[config.mk]
export PLATFORM = sky130hd
export DESIGN_NAME = rgb2attr_encoder
export DESIGN_NICKNAME = d
export VERILOG_FILES = /design/src/rtl/rgb2attr_encoder.sv
export SDC_FILE = /design/constraint.sdc
export NUM_CORES = 1
export LEC_CHECK = 0
export ABC_AREA = 1
export BUFFER_PORTS_ARGS = -buffer_cell sky130_fd_sc_hd__buf_2
export CAP_MARGIN = 25
export CORE_AREA = 2 2 146 148
export CTS_BUF_LIST = sky130_fd_sc_hd__clkbuf_16
export CTS_CLUSTER_DIAMETER = 200
export DETAILED_ROUTE_END_ITERATION = 8
export DIE_AREA = 0 0 148 150
export HOLD_SLACK_MARGIN = 0.06
export PLACE_DENSITY_LB_ADDON = 0.2
export SLEW_MARGIN = 30
export SYNTH_ARGS = -nofsm -noshare
export SYNTH_HDL_FRONTEND = slang
export SYNTH_SLANG_ARGS = --single-unit
[constraint.sdc]
create_clock -name clk -period 15.4 [get_ports clk]
set_clock_uncertainty 0.05 [all_clocks]
set_input_delay 0.77 -clock clk [delete_from_list [all_inputs] [get_ports clk]]
set_output_delay 0.77 -clock clk [all_outputs]
set_load 0.01 [all_outputs]
[src/rtl/rgb2attr_encoder.sv]
// rgb2attr_encoder
// ----------------
// Converts a foreground/background RGB colour pair plus a blink flag into a
// VGA text-mode attribute byte {blink/bright-bg, bg[2:0], fg[3:0]}. Each
// colour is matched to the nearest entry of the 16-colour VGA palette using a
// sequential Manhattan-distance search, one palette entry per clock.
//
// Ports:
//   clk        system clock, rising-edge active
//   rst_n      asynchronous active-low reset
//   in_valid   input colour pair valid
//   in_ready   block can accept a new colour pair (only in IDLE)
//   in_fg      foreground colour {R,G,B}, 8 bits per channel
//   in_bg      background colour {R,G,B}
//   in_blink   blink request
//   out_valid  attribute byte valid
//   out_ready  downstream accepts the attribute byte
//   out_attr   attribute byte
//
// Configuration macro: RGB2ATTR_BRIGHT_BG_EN
//   defined   - background searches all 16 entries, out_attr[7] = bg[3],
//               in_blink is ignored (bright-background mode)
//   undefined - background searches entries 0-7, out_attr[7] = blink

module rgb2attr_encoder (
    input  logic        clk,
    input  logic        rst_n,
    input  logic        in_valid,
    output logic        in_ready,
    input  logic [23:0] in_fg,
    input  logic [23:0] in_bg,
    input  logic        in_blink,
    output logic        out_valid,
    input  logic        out_ready,
    output logic [7:0]  out_attr
);

    typedef enum logic [1:0] {
        IDLE,
        SFG,
        SBG,
        DONE
    } state_t;

`ifdef RGB2ATTR_BRIGHT_BG_EN
    localparam logic [3:0] BG_LAST = 4'd15;
`else
    localparam logic [3:0] BG_LAST = 4'd7;
`endif

    localparam logic [9:0] DIST_INIT = 10'h3FF;

    state_t      state;
    logic [23:0] fg_q;
    logic [23:0] bg_q;
    logic        blink_q;
    logic [3:0]  idx;
    logic [3:0]  best_idx;
    logic [9:0]  best_dist;
    logic [3:0]  fg_idx;

    logic [23:0] target;
    logic [9:0]  cand_dist;
    logic [3:0]  next_best_idx;
    logic [9:0]  next_best_dist;

    // Standard VGA 16-colour palette.
    function automatic logic [23:0] palette(input logic [3:0] i);
        logic [23:0] c;
        case (i)
            4'h0: c = 24'h000000;
            4'h1: c = 24'h0000AA;
            4'h2: c = 24'h00AA00;
            4'h3: c = 24'h00AAAA;
            4'h4: c = 24'hAA0000;
            4'h5: c = 24'hAA00AA;
            4'h6: c = 24'hAA5500;
            4'h7: c = 24'hAAAAAA;
            4'h8: c = 24'h555555;
            4'h9: c = 24'h5555FF;
            4'hA: c = 24'h55FF55;
            4'hB: c = 24'h55FFFF;
            4'hC: c = 24'hFF5555;
            4'hD: c = 24'hFF55FF;
            4'hE: c = 24'hFFFF55;
            default: c = 24'hFFFFFF;
        endcase
        return c;
    endfunction

    function automatic logic [7:0] abs_diff(input logic [7:0] a, input logic [7:0] b);
        return (a > b) ? (a - b) : (b - a);
    endfunction

    // Sum of three 8-bit terms fits in 10 bits, so it can never overflow.
    function automatic logic [9:0] distance(input logic [23:0] a, input logic [23:0] b);
        return {2'b00, abs_diff(a[23:16], b[23:16])}
             + {2'b00, abs_diff(a[15:8],  b[15:8])}
             + {2'b00, abs_diff(a[7:0],   b[7:0])};
    endfunction

    // Distance of the current palette entry to whichever colour is being
    // searched. Strict less-than keeps the lowest index on a tie.
    always_comb begin
        target         = (state == SBG) ? bg_q : fg_q;
        cand_dist      = distance(target, palette(idx));
        next_best_idx  = best_idx;
        next_best_dist = best_dist;
        if (cand_dist < best_dist) begin
            next_best_idx  = idx;
            next_best_dist = cand_dist;
        end
    end

    // Control FSM with registered handshake outputs. The final search step
    // of each colour uses the combinational next-best values so the last
    // palette entry is included in the stored result.
    always_ff @(posedge clk or negedge rst_n) begin
        if (!rst_n) begin
            state     <= IDLE;
            in_ready  <= 1'b0;
            out_valid <= 1'b0;
            out_attr  <= 8'h00;
            fg_q      <= 24'h000000;
            bg_q      <= 24'h000000;
            blink_q   <= 1'b0;
            idx       <= 4'd0;
            best_idx  <= 4'd0;
            best_dist <= DIST_INIT;
            fg_idx    <= 4'd0;
        end else begin
            case (state)
                IDLE: begin
                    if (in_valid && in_ready) begin
                        fg_q      <= in_fg;
                        bg_q      <= in_bg;
                        blink_q   <= in_blink;
                        idx       <= 4'd0;
                        best_idx  <= 4'd0;
                        best_dist <= DIST_INIT;
                        in_ready  <= 1'b0;
                        state     <= SFG;
                    end else begin
                        in_ready  <= 1'b1;
                    end
                end
                SFG: begin
                    if (idx == 4'd15) begin
                        fg_idx    <= next_best_idx;
                        idx       <= 4'd0;
                        best_idx  <= 4'd0;
                        best_dist <= DIST_INIT;
                        state     <= SBG;
                    end else begin
                        best_idx  <= next_best_idx;
                        best_dist <= next_best_dist;
                        idx       <= idx + 4'd1;
                    end
                end
                SBG: begin
                    if (idx == BG_LAST) begin
`ifdef RGB2ATTR_BRIGHT_BG_EN
                        out_attr  <= {next_best_idx, fg_idx};
`else
                        out_attr  <= {blink_q, next_best_idx[2:0], fg_idx};
`endif
                        out_valid <= 1'b1;
                        idx       <= 4'd0;
                        best_idx  <= 4'd0;
                        best_dist <= DIST_INIT;
                        state     <= DONE;
                    end else begin
                        best_idx  <= next_best_idx;
                        best_dist <= next_best_dist;
                        idx       <= idx + 4'd1;
                    end
                end
                DONE: begin
                    if (out_ready) begin
                        out_valid <= 1'b0;
                        in_ready  <= 1'b1;
                        state     <= IDLE;
                    end
                end
                default: begin
                    state <= IDLE;
                end
            endcase
        end
    end

endmodule

After elaboration in Yosys (flattened, before gate mapping)
Memories as Yosys holds them, arrays and structs flattened.
Cells that the tools add are included.
{"block": "word_totals", "ff_bits": 83, "romBits": 384, "output_inout_bits": 10, "memories": 1}
{"name": "(name not given)", "depth": 16, "width": 24, "read_ports": 1, "rd_ports_with_merged_regs": 0, "write_ports": 0, "line_no": "70", "source": "case (i)"}
{"block": "classes", "add_sub_neg": 9, "order_cmp": 4, "eq_ne": 9, "n_mux": 28, "reduce_logical": 12}
{"op": "8-bit subtractor", "count": 6}
{"op": "10-bit 2-to-1 mux", "count": 4}
{"op": "10-bit case mux with 3 select lines", "count": 1}
{"op": "8-bit greater-than comparator", "count": 3}
{"op": "24-bit 2-to-1 mux", "count": 1}
{"op": "4-bit 2-to-1 mux", "count": 6}
{"op": "8-bit 2-to-1 mux", "count": 3}
{"op": "4-bit case mux with 3 select lines", "count": 2}
{"op": "9-bit by 8-bit adder with 10-bit output", "count": 1}
{"op": "10-bit less-than comparator", "count": 1}
{"op": "2-bit AND reduction", "count": 5}
{"op": "8-bit by 8-bit adder with 9-bit output", "count": 1}
{"op": "2-bit 2-to-1 mux", "count": 4}
{"op": "2-bit case mux with 4 select lines", "count": 1}
{"op": "2-bit != test (second input constant)", "count": 3}
{"op": "4-bit by 1-bit adder with 4-bit output (second input constant)", "count": 1}
{"op": "2-bit equality test (second input constant)", "count": 2}
{"op": "4-bit by 3-bit equality test with 1-bit output (second input constant)", "count": 1}
{"op": "4-bit equality test (second input constant)", "count": 1}
{"op": "1-bit 2-to-1 mux", "count": 4}
{"op": "1-bit case mux with 2 select lines", "count": 2}
{"op": "4-bit AND reduction", "count": 1}
{"op": "2-bit nonzero test", "count": 2}
{"op": "3-bit AND reduction", "count": 1}
{"op": "5 further kinds", "count": 5}

Longest topological paths before layout
Gate-level depths: netlist (run 1).
{"block": "depth", "ltp_word": 10, "mapped_depth": 38, "ltp_nobuf": 36}

Worst setup path after synthesis (run 1)
No wires, ideal clock.
{"block": "synth_path", "kind": "register to register", "start": "reg state[0]", "end": "reg best_dist[7]", "setup_time_ns": 0.073, "arrival_time_ns": 5.875, "t_required_ns": 15.277, "slack_ns": 9.402, "stages_incl_launch_ff": 34, "n_path_buf": 4, "synth_period_minus_slack_ns": 5.998, "path_cell_list": "dfrtp_1 inv_1 ha_1 buf_6 clkbuf_1 clkbuf_1 nand2_1 o21ai_0 inv_1 ha_1 fa_1 o21ai_0 nand2_1 o211ai_1 nand2_2 o21ai_0 inv_1 fa_1 inv_1 fa_1 nand3_1 nand2_1 a21oi_1 xor2_1 inv_1 ha_1 a21oi_1 o21ai_0 nor2_1 nand3_1 clkbuf_1 a21oi_1 nand2_1 a21oi_1"}
{"block": "synth_via", "elab_chain_cells": 10, "word_cells_on_any_way": 26}
{"element": "start, declared", "line_no": "53", "source": "state_t state;"}
{"element": "start signal, assigned", "line_no": "120", "source": "state <= IDLE;"}
{"element": "start signal, assigned", "line_no": "142", "source": "state <= SFG;"}
{"element": "start signal, assigned", "line_no": "153", "source": "state <= SBG;"}
{"element": "2-bit equality test", "line_no": "105, 132"}
{"element": "24-bit 2-to-1 mux", "line_no": "105", "source": "target = (state == SBG) ? bg_q : fg_q;"}
{"element": "8-bit subtractor / 8-bit greater-than comparator (equally long branches)", "line_no": "92", "source": "return (a > b) ? (a - b) : (b - a);"}
{"element": "8-bit 2-to-1 mux", "line_no": "92"}
{"element": "8-bit by 8-bit adder with 9-bit output", "line_no": "98", "source": "+ {2'b00, abs_diff(a[15:8], b[15:8])}"}
{"element": "9-bit by 8-bit adder with 10-bit output", "line_no": "99", "source": "+ {2'b00, abs_diff(a[7:0], b[7:0])};"}
{"element": "10-bit less-than comparator", "line_no": "109", "source": "if (cand_dist < best_dist) begin"}
{"element": "10-bit 2-to-1 mux", "line_no": "109"}
{"element": "10-bit 2-to-1 mux, on equally long branches", "line_no": "161, 148"}
{"element": "10-bit case mux with 3 select lines", "line_no": "132", "source": "case (state)"}
{"element": "end signal, assigned", "line_no": "156", "source": "best_dist <= next_best_dist;"}
{"element": "end signal, assigned", "line_no": "174", "source": "best_dist <= next_best_dist;"}
{"element": "end, declared", "line_no": "59", "source": "logic [9:0] best_dist;"}
Several ways; a longest one is shown, not always the timed one.
A chain may end at the register's enable or synchronous reset.

Final worst setup path (run 1)
{"block": "layout_path", "start": "reg idx[2]", "end": "reg fg_idx[0]"}
{"block": "layout_via", "elab_chain_cells": 7, "word_cells_on_any_way": 19}
{"element": "start, declared", "line_no": "57", "source": "logic [3:0] idx;"}
{"element": "start signal, assigned", "line_no": "157", "source": "idx <= idx + 4'd1;"}
{"element": "start signal, assigned", "line_no": "175", "source": "idx <= idx + 4'd1;"}
{"element": "memory 16 x 24 bit"}
{"element": "8-bit subtractor / 8-bit greater-than comparator (equally long branches)", "line_no": "92"}
{"element": "8-bit 2-to-1 mux", "line_no": "92"}
{"element": "8-bit by 8-bit adder with 9-bit output", "line_no": "98"}
{"element": "9-bit by 8-bit adder with 10-bit output", "line_no": "99"}
{"element": "10-bit less-than comparator", "line_no": "109"}
{"element": "4-bit 2-to-1 mux", "line_no": "109"}
{"element": "end signal, assigned", "line_no": "149", "source": "fg_idx <= next_best_idx;"}
{"element": "end, declared", "line_no": "60", "source": "logic [3:0] fg_idx;"}
Several ways; a longest one is shown, not always the timed one.

==> out/summary.txt, run 1 <==
Max_cap viols: 0
Syn Nets: 1,001
# port buffers: 62
Final Hold Viols: 0
Count leader, synth: nand2_1
Die footprint: 22,200 um^2
ANT cells: 0
Reg2Reg Depth: 27
Fmax: 145.4 MHz
Flops & latches, synth: 83
Ranking of synthesized cells by area: dfrtp_1, nand2_1, ha_1
Number of global-route vias before repair: 5,418
Initial core utilization: 32.17%
Core area: 20,690 um^2
Setup violators final: 0
Worst-Margin Slew: 878.8 ps
Period utilisation layout: 44.67%
Rel. slew slack: 40.79%
Routed length per instance: 13.08 um
DR DRC count: 0
CP arrival: 7050 ps
Clk slew on worst S/H paths: 80 ps
Yosys cell types: 43
Post-synth top area share: 27.45%
Slowest CP cell: o21ai_0
Minimum clock period: 6880 ps
Fillcell total: 2,230
# rows: 53
Critical path class: reg2reg
Cell count after synthesis: 871
Synthesis-to-finish area growth: 13.24%
RD Place Congestion: 0.9382
Drt total wl: 15,740 um
Required @ worst endpoint: 15,570 ps
Drt first pass iters: 5
CTS Buffer Depth: 2
CTS tree: yes
Post-synth EDFFs: 0
Startpoint Class: flop
# IOs: 63
Warnings from Yosys: 0
Nets: 1,053
Post-CTS Setup Inserts: 0
Root buffer cell: clkbuf_16
CTS Hold Buffers Added: 0
Total GRT Usage: 14.92%
HPWL Detailed: 12,290 um
Reg2Reg Setup Slack: 8520 ps
Die span in x: 148 um
Routed Antenna Nets: 0
Main synth FF type: dfrtp_1
Largest area contributor in the netlist: dfrtp_1
Clock latency at the later pin of the worst-skew pair: 350 ps
Die Y-Extent: 150 um
RSZ-0062 raised after global routing: no
CTS H-tree depth: 3
Sequential-to-total area share from yosys stat: 31.40%
Crit. End Element: flop
Syn avg cell area: 7.641 um^2
Vias: 5,527
Num CTS Buffers: 9
Worst-path fanout max: 19
First-pass GRT wire length: 26,700 um
Post-synth top cells: nand2_1, inv_1, dfrtp_1
R2r endpoint: fg_idx[0]
Grt total ovfl: 0
Post-route setup TNS: 0 ps
Mapped cell area: 6655 um^2
CP max stage delay: 710 ps
TritonCTS sink count: 83
Async S/R FF share, synth: 100.0%
Class of the worst hold path: in2async
Status: finished clean
Largest net degree at the start of global routing: 84
Layout cells sized above 1: 15.95%
Number of gates resized after cts: 0
DR iter-0 viols: 378
Vias/cell: 4.594
Final Max Tran Viols: 0
Initial antenna violation count: 0
Reg2reg start: idx[2]
## metal layers
metal / track usage [%] / up-vias / routed length, um
li1: - / 2885 / -
met1: 21.22 / 2521 / 7869
met2: 23.17 / 106 / 7144
met3: 1.921 / 15 / 435
met4: 5.524 / 0 / 286
met5: 0 / - / 0
## through the flow
stage / hold WS (ps) / setup slack (ps) / std cells / utilization (%) / area [um^2]
floorplan: 393.5 / 9402 / 871 / - / 6655
global placement: 400.5 / 8574 / 1187 / 34.95 / 7232
detailed placement: 403.7 / 8411 / 1187 / 34.97 / 7236
CTS: 423.9 / 8413 / 1203 / 36.42 / 7536
global route: 457.5 / 7685 / 1203 / 36.42 / 7536
finish: 418.5 / 8520 / 1203 / 36.42 / 7536
## cell families after synthesis
| family | share of synthesized area [%] |
|---|---|
| AOI/OAI and AO/OA | 12.78 |
| xor gates and xnor gates | 4.343 |
| adders and majority gates | 16.17 |
| buffers and inverters | 9.457 |
| DFF | 31.40 |
| muxes | 5.208 |
| and+or+nand+nor | 20.64 |
## critical path: cells and delay by family, from the launching register on
family / cells / cell delay (ps)
and+or+nand+nor: 7 / 980
AOI/OAI and AO/OA: 10 / 2330
xor gates and xnor gates: 1 / 220
DFF: 1 / 520
buffers and inverters: 4 / 800
adders and majority gates: 5 / 1820
## area by class of cell
class	count	area [um^2]	share of cell area, %
tap	275	344.1	4.566
inverter	141	529.3	7.023
clock inverter	7	75.07	0.9962
timing repair buffer	64	331.6	4.400
multi-input combinational	624	3941	52.30
sequential	83	2090	27.73
clock buffer	9	225.2	2.989
## layout by cell type, fill, tap and decap left out, types with 2 or more instances in the layout
master and instances:
nor2_1 48, xor2_1 26, nand2_2 6, o221ai_1 8
xnor2_1 7, inv_6 2, or2_2 3, buf_2 61
nand2_1 219, o21bai_1 3, nor3_1 4, a21oi_1 71
fa_1 15, nand3_1 28, o21ai_0 52, mux2i_1 2
nand4_1 9, clkbuf_16 9, nor2_2 3, dfrtp_1 73
dfstp_2 10, inv_1 134, nand3_2 5, buf_4 2
inv_8 3, mux2_2 29, inv_2 5, ha_1 62
a21oi_2 3, clkinv_1 2, o22ai_1 6, o21ai_1 3
## worst max-delay path by stage
stage          startpoint      endpoint  slack, ps  cells after the start
2_1_floorplan    state[0]  best_dist[7]       9400                     33
3_3_place_gp       idx[2]     fg_idx[2]       8570                     27
3_5_place_dp       idx[2]     fg_idx[0]       8410                     27
4_1_cts            idx[2]     fg_idx[0]       8410                     27
5_1_grt            idx[2]     fg_idx[0]       7680                     27
6_report           idx[2]     fg_idx[0]       8520                     27
## sequential cells by signal (all words and copies together), names as in the netlist
signal,count
fg_idx,4
fg_q,24
in_ready,1
state,2
bg_q,24
blink_q,1
best_dist,10
out_attr,8
out_valid,1
best_idx,4
idx,4
Power of run 1 is left out: the tool's default activity adds up to more than one toggle a clock period on the data nets, which glitch-free logic cannot reach.
==> run 2: changes to the inputs <==
- ABC_AREA: 1 -> 0
- CORE_AREA: 2 2 146 148 -> 2 2 142 144
- DIE_AREA: 0 0 148 150 -> 0 0 144 146
- clock period: 15.4 -> 6 ns (I/O delays scaled with it)
==> run 2 against run 1 <==
  * Area after synthesis shrank 4.5%
  * Largest cell class unchanged
  * Setup slack lost 8800 ps
  * Maximum frequency grew 10%
  * Final cell count shrank 14%
  * Via count shrank 9.2%
  * The run now ends with negative setup slack left
  * First-iteration DRC count shrank 52%
==> out/summary.txt, run 2 <==
Slowest CP cell: fa_1
# rows: 51 (-3.8%)
DR DRC count: 0 (unchanged)
Synthesis-to-finish area growth: 33.10%
Root buffer cell: clkbuf_16
Total GRT Usage: 15.92% (+1.0 points)
Design area: 8457 um^2 (+12%)
Drt first pass iters: 4 (-1)
Fin util: 43.74% (+7.3 points)
Hold WS: 121.4 ps (-297.1 ps)
Largest regs: bg_q x24, fg_q x24, best_dist x10
CTS Buffer Depth: 2 (unchanged)
Die Y-Extent: 146 um (-2.7%)
CP arrival: 6460 ps (-590 ps)
Synth Area in Compound Gates: 15.60% (+2.8 points)
Post-route insts no fill: 1,034 (-14%)
Warnings from Yosys: 0 (unchanged)
Post-synthesis adder-cell area fraction: 16.94% (+0.77 points)
Sequential-to-total area share from yosys stat: 32.89% (+1.5 points)
Simple-gate share of the synthesized area: 7.720% (-13 points)
Largest area contributor in the netlist: dfrtp_1
Vias: 5,016 (-9.2%)
Routed Antenna Nets: 0 (unchanged)
Count leader, synth: mux2_2
HPWL Detailed: 12,370 um (+0.66%)
Largest family of logic cells by synthesized area: multiplexers
Syn Nets: 728 (-27%)
Mapped cell area: 6354 um^2 (-4.5%)
CP max stage delay: 570 ps (-140 ps)
Ranking of synthesized cells by area: dfrtp_1, mux2_2, ha_1
# port buffers: 62 (unchanged)
Xor/xnor cell area share of the yosys netlist: 3.446% (-0.90 points)
Layout cells sized above 1: 44.73% (+29 points)
Placement Cell Area: 7819 um^2 (+8.1%)
Period utilisation layout: 104.0% (+59 points)
Worst-Margin Slew: 765.4 ps (-113.4 ps)
Yosys cell types: 65 (+51%)
Nets: 894 (-15%)
TritonCTS sink count: 83 (unchanged)
Fin worst setup slack: -239.4 ps (-8760 ps)
CP startpoint: state[1]
Number of global-route vias before repair: 5,320 (-1.8%)
Cell count after synthesis: 598 (-31%)
Max_cap viols: 0 (unchanged)
Async S/R FF share, synth: 100.0% (unchanged)
Die footprint: 21,020 um^2 (-5.3%)
Vias/cell: 4.851 (+5.6%)
Leading cell type in the layout, fill and taps excluded: buf_4
Main synth FF type: dfrtp_1
DR iter-0 viols: 182 (-52%)
Initial core utilization: 32.86% (+0.69 points)
CTS tree: yes
Syn avg cell area: 10.62 um^2 (+39%)
Flops & latches, synth: 83 (unchanged)
Most frequent cells in the layout: buf_4, mux2_2, dfrtp_1
Top cell by count, worst path: buf_4
First-pass GRT wire length: 26,680 um (-0.10%)
Num CTS Buffers: 9 (unchanged)
Fmax: 160.3 MHz (+10%)
ANT cells: 0 (unchanged)
RD Place Congestion: 0.8476 (-9.7%)
Worst-path fanout max: 10 (-9)
Startpoint Class: flop
Class of the worst hold path: in2reg
Final Hold Viols: 0 (unchanged)
Die span in x: 144 um (-2.7%)
Largest net degree at the start of global routing: 84 (unchanged)
Clk slew on worst S/H paths: 80 ps (about the same)
Initial antenna violation count: 0 (unchanged)
Rel. slew slack: 48.97% (+8.2 points)
Min-delay src: in_bg[23]
Minimum clock period: 6239 ps (-640.1 ps)
Routed length per instance: 15.28 um (+17%)
Required @ worst endpoint: 6220 ps (-9350 ps)
Clock latency at the later pin of the worst-skew pair: 360 ps (about the same)
# IOs: 63 (unchanged)
Setup violators final: 21 (+21)
Post-synth top area share: 28.75% (+1.3 points)
Failing checks: negative setup slack
CTS H-tree depth: 3 (unchanged)
Core area: 19,330 um^2 (-6.5%)
Status: complete, but fails checks
Critical path class: reg2reg
Mux cell area share after synthesis: 18.35% (+13 points)
Drt total wl: 15,800 um (+0.37%)
Reg2reg start: state[1]
Placed Instances: 1,004 (-15%)
Post-synth EDFFs: 0 (unchanged)
Crit. End Element: flop
RSZ-0062 raised after global routing: yes
Final Max Tran Viols: 0 (unchanged)
Post-synth top cells: mux2_2, dfrtp_1, ha_1
Grt total ovfl: 0 (unchanged)
[run 2: changes by cell type in the layout (fill, tap and decap cells not counted), moves of 10 or more]
cell,change
a21oi_1,-53
nand2_1,-185
xor2_1,-14
mux2i_1,+16
ha_1,-13
inv_1,-87
ha_4,+11
o221a_1,+10
nor2_1,-31
buf_4,+103
nand3_1,-22
nor2b_1,+11
o21ai_0,-26
mux2_2,+43
[run 2: worst paths after layout]
| check | end | slack [ps] | cells past startpoint |
|---|---|---|---|
| max in group asynchronous | idx[0] | 4830 | 2 |
| worst max-delay path | best_dist[3] | -240 | 31 |
| worst min-delay path | bg_q[23] | 120 | 2 |
| worst min register to register | fg_idx[2] | 440 | 2 |
| min in group asynchronous | out_attr[1] | 520 | 2 |
| worst max register to register | best_dist[3] | -240 | 31 |
[run 2: cell families (layout without fill, tap and decap cells)]
kind of cell / Yosys count / count (layout)
AOI/OAI and AO/OA: 136 / 136
DFF: 83 / 83
and+or+nand+nor: 99 / 99
adders and majority gates: 77 / 77
buffers and inverters: 74 / 245
muxes: 104 / 104
xor gates and xnor gates: 25 / 25
[run 2: per-layer routing]
metal | GRT usage [%] | wire (um) | part of all wire [%] | vias to the layer above
li1 | - | - | - | 2467
met1 | 21.10 | 7320 | 46 | 2461
met2 | 26.74 | 7845 | 50 | 72
met3 | 2.698 | 393 | 2.5 | 16
met4 | 4.314 | 235 | 1.5 | 0
met5 | 0 | 0 | 0 | -
[run 2: layout make-up]
cell class              instances  area (um^2)
multi-input cells             441         4268
clock inverters                 7        81.33
repair buffers                176         1261
inverters                      53        198.9
clock buffers                   9        225.2
fillers                      1856        10880
flip-flops and latches         83         2091
well taps                     265        331.6
[run 2: metrics by stage]
step | TNS (ps) | setup slack, ps
after floorplan | -1452 | -102.6
after global placement | -7107 | -366.7
after detailed placement | -10580 | -544.7
after CTS | -3385 | -191.1
after global routing | -10390 | -531.7
final | -4341 | -239.4
[run 2: what timing repair did]
| item | CTS | global route |
|---|---|---|
| pin swaps | 4 | 1 |
| endpoints found under the hold margin | 73 | 0 |
| buffers inserted | 10 | 2 |
| hold buffers | 1 | 0 |
| gates cloned | 1 | 0 |
| resized for setup | 33 | 5 |
| endpoints found under the setup margin | 21 | 21 |
[run 2: worst max-delay path: cells and delay by family (launching register included)]
kind / cells / cell delay [ps]
compound gates: 10 / 1860
xor+xnor: 1 / 160
fa+ha+maj: 6 / 2010
buf+inv: 8 / 780
flops: 1 / 430
mux: 2 / 470
simple gates: 4 / 380
Power of run 2 is left out for the same reason.
==> run 3: changes to the inputs <==
- CORE_AREA: 2 2 142 144 -> 2 2 116 118
- DIE_AREA: 0 0 144 146 -> 0 0 118 120
- SETUP_SLACK_MARGIN: default -> 0.1
==> run 3 against run 2 <==
  * The flow still finishes with violations (negative setup slack)
  * Final cell count shrank 11%
  * Count of clock-buffer cells in the layout is the same
  * Via count unchanged
  * Setup slack better by 45 ps
  * Maximum frequency up 0.73%
  * Die area shrank 33%
  * Design area decreased by 0.40%
  * Register-to-register slack better by 50 ps
  * Global-route usage is 6.3 points higher
  * Hold slack gained 9.6 ps
  * First-iteration DRC count rose by 42%
  * Non-clock buffer count shrank 21
  * Largest cell class unchanged
  * Highest routed layer unchanged
==> out/summary.txt, run 3 (synthesis results as in run 2) <==
Grt met3 use: 3.707% (+1.0 points)
Fin worst setup slack: -194.0 ps (+45.44 ps)
Routed Antenna Nets: 0 (unchanged)
Initial core utilization: 48.95% (+16 points)
Vias: 5,016 (unchanged)
Critical path class: reg2reg
Placement Cell Area: 7436 um^2 (-4.9%)
Fmax: 161.4 MHz (+0.73%)
Initial antenna violation count: 0 (unchanged)
Clock latency at the later pin of the worst-skew pair: 350 ps (about the same)
Largest net degree at the start of global routing: 66 (-21%)
Layout cells sized above 1: 46.12% (+1.4 points)
Failing checks: negative setup slack
Setup crit end: best_dist[3]
Reg2Reg Depth: 31 (unchanged)
CP startpoint: state[1]
CP max stage delay: 550 ps (-20 ps)
Number of global-route vias before repair: 5,164 (-2.9%)
WP buf/inv: 5 (-3)
Final Max Tran Viols: 0 (unchanged)
Routed length per instance: 16.72 um (+9.4%)
Leading cell type in the layout, fill and taps excluded: buf_4
Core area: 12,980 um^2 (-33%)
Most frequent cells in the layout: buf_4, dfrtp_1, mux2_2
HPWL Detailed: 11,370 um (-8.1%)
Setup violators final: 21 (unchanged)
Reg2Reg Setup Slack: -190 ps (+50 ps)
RSZ-0062 raised after global routing: yes
Class of the worst hold path: in2reg
Largest regs: bg_q x24, fg_q x24, best_dist x10
Status: complete, but fails checks
Critical path depth: 31 (unchanged)
Die span in x: 118 um (-18%)
# rows: 42 (-18%)
Startpoint Class: flop
Required @ worst endpoint: 6230 ps (about the same)
Total GRT Usage: 22.19% (+6.3 points)
Period utilisation layout: 103.2% (-0.76 points)
CP arrival: 6420 ps (-40 ps)
Die Y-Extent: 120 um (-18%)
Critical path's top delay family: compound AO/OA/AOI/OAI gates
Nets: 873 (-2.3%)
TritonCTS sink count: 83 (unchanged)
M2 GR Usage: 38.30% (+12 points)
Drt first pass iters: 5 (+1)
Die footprint: 14,160 um^2 (-33%)
Worst-Margin Slew: 811.5 ps (+46.10 ps)
Drt total wl: 15,450 um (-2.2%)
DR DRC count: 0 (unchanged)
R2r endpoint: best_dist[3]
ANT cells: 0 (unchanged)
RD Place Congestion: 0.9373 (+11%)
Root buffer cell: clkbuf_16
Dpl ws: -300.4 ps (+244.3 ps)
Reg2reg start: state[1]
Fillcell total: 1,017 (-45%)
M1 GR Usage: 28.04% (+6.9 points)
Design area: 8423 um^2 (-0.40%)
Final Hold Viols: 0 (unchanged)
Rel. slew slack: 45.90% (-3.1 points)
Max_cap viols: 0 (unchanged)
Crit. End Element: flop
Clk slew on worst S/H paths: 60 ps (-20 ps)
Worst-path fanout max: 7 (-3)
CTS Buffer Depth: 2 (unchanged)
# port buffers: 62 (unchanged)
Top cell by count, worst path: a21oi_2
First-pass GRT wire length: 25,080 um (-6.0%)
Fin util: 64.89% (+21 points)
Num CTS Buffers: 9 (unchanged)
Slowest CP cell: fa_1
CTS H-tree depth: 3 (unchanged)
CTS tree: yes
Vias/cell: 5.429 (+12%)
Grt total ovfl: 0 (unchanged)
Synthesis-to-finish area growth: 32.57%
DR iter-0 viols: 259 (+42%)
Grt peak-use layer: met2
# IOs: 63 (unchanged)
Minimum clock period: 6194 ps (-45.44 ps)
## run 3: layout make-up
type                    count  area, um^2  area share, %
clock buffers               9       225.2          2.674
inverters                  53       198.9          2.362
well taps                 176       220.2          2.614
repair buffers            155        1107          13.15
multi-input cells         441        4513          53.58
flip-flops and latches     83        2091          24.82
clock inverters             7       67.56         0.8021
## run 3: routing by layer
layer	part of all wire (%)	routed length, um
met1	44	6749
met5	0	0
met2	50	7800
met4	2.3	361
met3	3.5	534
## run 3: worst min path at each step
stage / startpoint / end / slack (ps) / depth (start not counted)
3_3_place_gp: rst_n / out_attr[1] / 130 / 1
6_report: in_bg[1] / bg_q[1] / 130 / 2
3_5_place_dp: rst_n / out_attr[5] / 130 / 1
5_1_grt: in_fg[17] / fg_q[17] / 120 / 2
4_1_cts: in_fg[17] / fg_q[17] / 120 / 2
2_1_floorplan: rst_n / best_idx[0] / -50 / 0
## run 3: per-stage QoR
stage	instances	hold slack [ps]	setup TNS, ps
finish	924	131.0	-3116
global route	924	124.2	-9098
CTS	917	120.9	-716.8
detailed placement	881	130.3	-5201
global placement	881	125.9	-2045
floorplan	598	-45.59	-1452
## run 3: repair_timing
action	in CTS	in global routing
pin swaps	15	17
buffers inserted	18	6
endpoints found under the hold margin	18	0
endpoints found under the setup margin	21	21
gates resized for setup	51	26
cloned	1	1
hold buffers	1	0
Power of run 3 is left out for the same reason.
